## config.mk

```make
export PLATFORM = sky130hd
export DESIGN_NAME = sdram_req_arbiter
export DESIGN_NICKNAME = d
export VERILOG_FILES = /design/src/rtl/sdram_req_arbiter.sv
export SDC_FILE = /design/constraint.sdc
export NUM_CORES = 1
export LEC_CHECK = 0
export BUFFER_PORTS_ARGS = -buffer_cell sky130_fd_sc_hd__buf_2
export CORE_MARGIN = 1
export CORE_UTILIZATION = 42
export CTS_CLUSTER_SIZE = 28
export DETAILED_ROUTE_END_ITERATION = 7
export GPL_ROUTABILITY_DRIVEN = 1
export PLACE_DENSITY = 0.76
export SYNTH_ARGS = -nofsm -noshare
export SYNTH_HDL_FRONTEND = slang
export SYNTH_SLANG_ARGS = --single-unit
export TNS_END_PERCENT = 10
```

## constraint.sdc

```tcl
create_clock -name clk_mem -period 1.7 [get_ports clk_mem]
set_input_delay 0.34 -clock clk_mem [delete_from_list [all_inputs] [get_ports clk_mem]]
set_output_delay 0.34 -clock clk_mem [all_outputs]
set_load 0.05 [all_outputs]
```

## src/rtl/sdram_req_arbiter.sv

```systemverilog
// sdram_req_arbiter
// Merges PRG-ROM fetches (port A) and CHR-window refills (port B) into a
// single request stream for the single-port SDRAM controller. A normally
// wins. B is forced through after STARVE_LIMIT consecutive A grants made
// while B was waiting. The transaction address and the requester are latched,
// and the returned byte is routed back to the winner with a one-cycle ready
// pulse. If the controller never answers, the transaction is aborted after
// TIMEOUT cycles with 0xFF so that no requester can hang.

module sdram_req_arbiter #(
  parameter int ADDR_W       = 21,
  parameter int STARVE_LIMIT = 4,
  parameter int TIMEOUT      = 255
) (
  input  logic              clk_mem,
  input  logic              rst,
  input  logic              a_req,
  input  logic [ADDR_W-1:0] a_addr,
  output logic              a_ack,
  output logic              a_ready,
  input  logic              b_req,
  input  logic [ADDR_W-1:0] b_addr,
  output logic              b_ack,
  output logic              b_ready,
  output logic [7:0]        rd_data,
  output logic              mem_req,
  output logic [ADDR_W-1:0] mem_address,
  input  logic              mem_ready,
  input  logic [7:0]        from_mem,
  output logic              busy,
  output logic              err_timeout,
  output logic              err_spurious
);

  // Starve counter must be able to hold STARVE_LIMIT itself.
  localparam int SW = (STARVE_LIMIT > 0) ? $clog2(STARVE_LIMIT + 1) : 1;
  // The wait counter runs 0..TIMEOUT-1. The last value marks the final WAIT cycle.
  localparam int TW = (TIMEOUT > 1) ? $clog2(TIMEOUT) : 1;

  typedef enum logic [1:0] {
    ST_IDLE  = 2'd0,
    ST_ISSUE = 2'd1,
    ST_WAIT  = 2'd2
  } state_e;

  state_e            state_q;
  logic              grant_b_q;      // 1: current transaction belongs to B
  logic [SW-1:0]     starve_q;
  logic [TW-1:0]     tmo_q;

  logic              a_ack_q;
  logic              a_ready_q;
  logic              b_ack_q;
  logic              b_ready_q;
  logic [7:0]        rd_data_q;
  logic              mem_req_q;
  logic [ADDR_W-1:0] mem_address_q;
  logic              busy_q;
  logic              err_timeout_q;
  logic              err_spurious_q;

  logic              b_starved_d;
  logic              grant_any_d;
  logic              grant_b_d;
  logic [SW-1:0]     starve_d;

  // Pick the IDLE-state winner and compute the next starve count.
  always_comb begin
    b_starved_d = b_req && (starve_q == SW'(STARVE_LIMIT));
    grant_any_d = a_req || b_req;
    grant_b_d   = b_req && (!a_req || b_starved_d);
    starve_d    = starve_q;
    if (!b_req || grant_b_d) begin
      // B is either not waiting or is being served right now.
      starve_d = '0;
    end else if (starve_q != SW'(STARVE_LIMIT)) begin
      // A wins over a waiting B: one more step toward forcing B.
      starve_d = starve_q + SW'(1);
    end else begin
      starve_d = starve_q;
    end
  end

  // Arbiter FSM with all outputs registered. Pulses default low every cycle.
  always_ff @(posedge clk_mem) begin
    if (rst) begin
      state_q        <= ST_IDLE;
      grant_b_q      <= 1'b0;
      starve_q       <= '0;
      tmo_q          <= '0;
      a_ack_q        <= 1'b0;
      a_ready_q      <= 1'b0;
      b_ack_q        <= 1'b0;
      b_ready_q      <= 1'b0;
      rd_data_q      <= 8'h00;
      mem_req_q      <= 1'b0;
      mem_address_q  <= '0;
      busy_q         <= 1'b0;
      err_timeout_q  <= 1'b0;
      err_spurious_q <= 1'b0;
    end else begin
      mem_req_q <= 1'b0;
      a_ack_q   <= 1'b0;
      b_ack_q   <= 1'b0;
      a_ready_q <= 1'b0;
      b_ready_q <= 1'b0;
      case (state_q)
        ST_IDLE: begin
          // Data outside WAIT has no owner: flag it and drop it.
          if (mem_ready) begin
            err_spurious_q <= 1'b1;
          end else begin
            err_spurious_q <= err_spurious_q;
          end
          starve_q <= starve_d;
          if (grant_any_d) begin
            state_q       <= ST_ISSUE;
            mem_req_q     <= 1'b1;
            mem_address_q <= grant_b_d ? b_addr : a_addr;
            a_ack_q       <= !grant_b_d;
            b_ack_q       <= grant_b_d;
            grant_b_q     <= grant_b_d;
            busy_q        <= 1'b1;
          end else begin
            state_q <= ST_IDLE;
            busy_q  <= 1'b0;
          end
        end
        ST_ISSUE: begin
          if (mem_ready) begin
            err_spurious_q <= 1'b1;
          end else begin
            err_spurious_q <= err_spurious_q;
          end
          tmo_q   <= '0;
          state_q <= ST_WAIT;
          busy_q  <= 1'b1;
        end
        ST_WAIT: begin
          if (mem_ready) begin
            // Normal completion. This also wins over a timeout in the same cycle.
            rd_data_q <= from_mem;
            a_ready_q <= !grant_b_q;
            b_ready_q <= grant_b_q;
            tmo_q     <= '0;
            state_q   <= ST_IDLE;
            busy_q    <= 1'b0;
          end else if (tmo_q == TW'(TIMEOUT - 1)) begin
            // Controller never answered: release the requester with 0xFF.
            rd_data_q     <= 8'hFF;
            a_ready_q     <= !grant_b_q;
            b_ready_q     <= grant_b_q;
            err_timeout_q <= 1'b1;
            tmo_q         <= '0;
            state_q       <= ST_IDLE;
            busy_q        <= 1'b0;
          end else begin
            tmo_q   <= tmo_q + TW'(1);
            state_q <= ST_WAIT;
            busy_q  <= 1'b1;
          end
        end
        default: begin
          state_q <= ST_IDLE;
          tmo_q   <= '0;
          busy_q  <= 1'b0;
        end
      endcase
    end
  end

  assign a_ack        = a_ack_q;
  assign a_ready      = a_ready_q;
  assign b_ack        = b_ack_q;
  assign b_ready      = b_ready_q;
  assign rd_data      = rd_data_q;
  assign mem_req      = mem_req_q;
  assign mem_address  = mem_address_q;
  assign busy         = busy_q;
  assign err_timeout  = err_timeout_q;
  assign err_spurious = err_spurious_q;

endmodule

```

==> results.toml <==
[run_status]
status = "finished clean"

[route]
first_pass_iters = 4
routedWlPerCell_um = 13.35
routed_wl_mm = 4.592
vias = 1831
via_per_inst = 5.323
drtIter0Drc = 46
antenna_left = 0
drc = 0

[clock_tree]
cts_root_buf = "clkbuf_8"
ctsHoldBuffers = 0
ctsHtreeMaxLevel = 2
tritoncts = "yes"
cts.sinks = 51
insertion_delay_ns = 0.30
cts_made_buffers = 5
cts_max_path_buffers = 2
clk_pin_slew_ns = 0.10

[grt]
gr-total-overflow = 0
grt_max_degree = 23
grt_pass1_wl_mm = 7.141
antenna_found_initial = 0
grt_usage_pct = 17.41
grt_pass1_vias = 1652

[layout]
diodes = 0
drive_gt1_share_pct = 44.18
final_common_cell = "buf_2"
final_cell_mix = "buf_2, dfxtp_1, and2_1, a221o_1"
area_growth_pct = 34.13
fillers = 389
post-route-cell-area_um2 = 2734
postLayoutCoreUtil_pct = 60.69
fin_nets = 350

[synthesis]
ys_warn_count = 0
synth.top_cell.area_share_pct = 50.09
synth.distinct_cells = 43
netlist_area_um2 = 2038
yosysSeqAreaShare_pct = 50.09
netlist_top_cells_area = "dfxtp_1, a221o_1, and2_1"
synthCells = 193
synth_area_leader_cell = "dfxtp_1"
ys_ff_latch = 51
synth-edff-count = 0
synthesis.nets = 252
syn_avg_cell_area_um2 = 10.56
ys.flop_type = "dfxtp_1"
synthArstFlopShare_pct = 0

[pwr]
p_int_uw = 1919
combPwrFrac_pct = 21.6
p_sw_share_pct = 30.47
leakagePower_uw = 0.001279
switching_power_uw = 840.7
p_clk_share_pct = 30.8
vdd_drop_max_uv = 398.2
pwr-share-seq_pct = 47.6
total_power_uw = 2759
p_per_area_nw_per_um2 = 1009

[placed_design]
placed_cell_area_um2 = 2614
dp_hpwl_mm = 3.418
place_congestion = 0.8182
port_buffers = 91

[timing]
worst_slew_pin_slew_ns = 0.2777
hold_ws_ns = 0.2502
setup_tns_ns = 0
finalHoldViolCount = 0
fmax_ghz = 0.6229
min_period_ns = 1.605
finalClockSkew_ns = 0.01091
drv_slew = 0
slew_headroom_pct = 81.23
rsz0062_at_grt = "no"
setup_violations = 0
period_share_pct = 94.44

[die]
start_util_pct = 45.25
coreArea_um2 = 4504
die_area_um2 = 5135
die_h_um = 71.66
io_pins = 92
row_count = 24
fp.dieW_um = 71.66

[worst_setup_path]
worstPathRequired_ns = 1.90
cp-start-kind = "flip-flop"
crit_fanout = 22
crit_type = "reg2reg"
critPathCaptureType = "flip-flop"
cp.arrival_ns = 1.80

[flow_run]
maxCapViolCount = 0

[worst_hold_path]
hold_class = "in2reg"
[synthesized netlist by cell type (2+ instances only)]
| master | instances |
|---|---|
| ha_1 | 4 |
| nand2_1 | 8 |
| or2_2 | 2 |
| and2_1 | 24 |
| nor4_1 | 2 |
| clkbuf_1 | 2 |
| buf_2 | 5 |
| dfxtp_1 | 51 |
| a22o_1 | 3 |
| nand4_1 | 5 |
| a221o_1 | 21 |
| o221a_2 | 8 |
| xnor2_1 | 2 |
| o21ai_0 | 3 |
| nand3_1 | 3 |
| o21a_1 | 2 |
| inv_1 | 5 |
| and3_1 | 2 |
| nor4b_1 | 2 |
| nor2_1 | 8 |
| a21o_1 | 2 |
| a31oi_1 | 3 |
| a21oi_1 | 6 |
[critical path, stage by stage, from the launching register on]
cell and delay (ns):
dfxtp_1 0.36, inv_1 0.07, ha_1 0.24, a21boi_2 0.16, nand2b_1 0.15, nor2_1 0.08
buf_12 0.16, a221o_1 0.30
[layer usage]
layer	vias to the layer above	wire [um]	GRT usage, %
li1	927	-	-
met1	841	2095	21.81
met2	58	2170	28.41
met3	5	262	5.204
met4	0	63	6.318
met5	-	0	0
[area by class of cell]
cell class | instances | area (um2) | area share, %
clock buffers | 5 | 68.82 | 2.517
clock inverters | 3 | 46.29 | 1.693
inverters | 6 | 22.52 | 0.8238
multi-input cells | 126 | 954.7 | 34.92
flip-flops and latches | 51 | 1021 | 37.35
well taps | 52 | 65.06 | 2.380
repair buffers | 101 | 555.5 | 20.32
[timing repair]
item                                   CTS  global route
setup buffers                            0             0
endpoints found under the hold margin    0             0
setup endpoints to repair                0            24
resized for setup                        0             2
[power groups by stage]
stage	clock (uW)	combinational (uW)	sequential, uW
final	851	596	1310
after global routing	918	631	1320
after CTS	873	599	1310
after detailed placement	0	599	1340
after global placement	0	593	1340
after floorplan	0	168	1570
[final timing paths]
path	from	endpoint	slack, ns	depth (start not counted)
worst min register to register	grant_b_q	a_ready	0.47	1
worst min-delay path	b_addr[2]	mem_address[2]	0.25	2
worst max-delay path	starve_q[0]	mem_address[16]	0.09	7
worst max register to register	starve_q[0]	mem_address[16]	0.09	7
[registers in the layout, summed over array words and instances, names as in the netlist, 2 cells and up]
name         cells
mem_address     21
rd_data          8
tmo_q            8
state_q          2
starve_q         3
[cells by family (layout without fill, tap and decap cells)]
group / after synthesis / after routing / synth area share (%)
XOR/XNOR: 2 / 2 / 0.8596
AND/OR/NAND/NOR: 64 / 64 / 18.78
multiplexers: 1 / 1 / 0.5524
buffers and inverters: 16 / 115 / 3.499
adder cells (fa/ha/maj): 4 / 4 / 2.456
AO/OA/AOI/OAI: 55 / 55 / 23.76
flip-flops: 51 / 51 / 50.09
[per-stage QoR]
stage | setup slack [ns] | cells
final | 0.09458 | 344
after global routing | 0.00005485 | 344
after floorplan | 0.07745 | 193
after CTS | 0.06797 | 344
after global placement | 0.1609 | 336
after detailed placement | 0.07163 | 336
(Power assumes the default switching activity.)
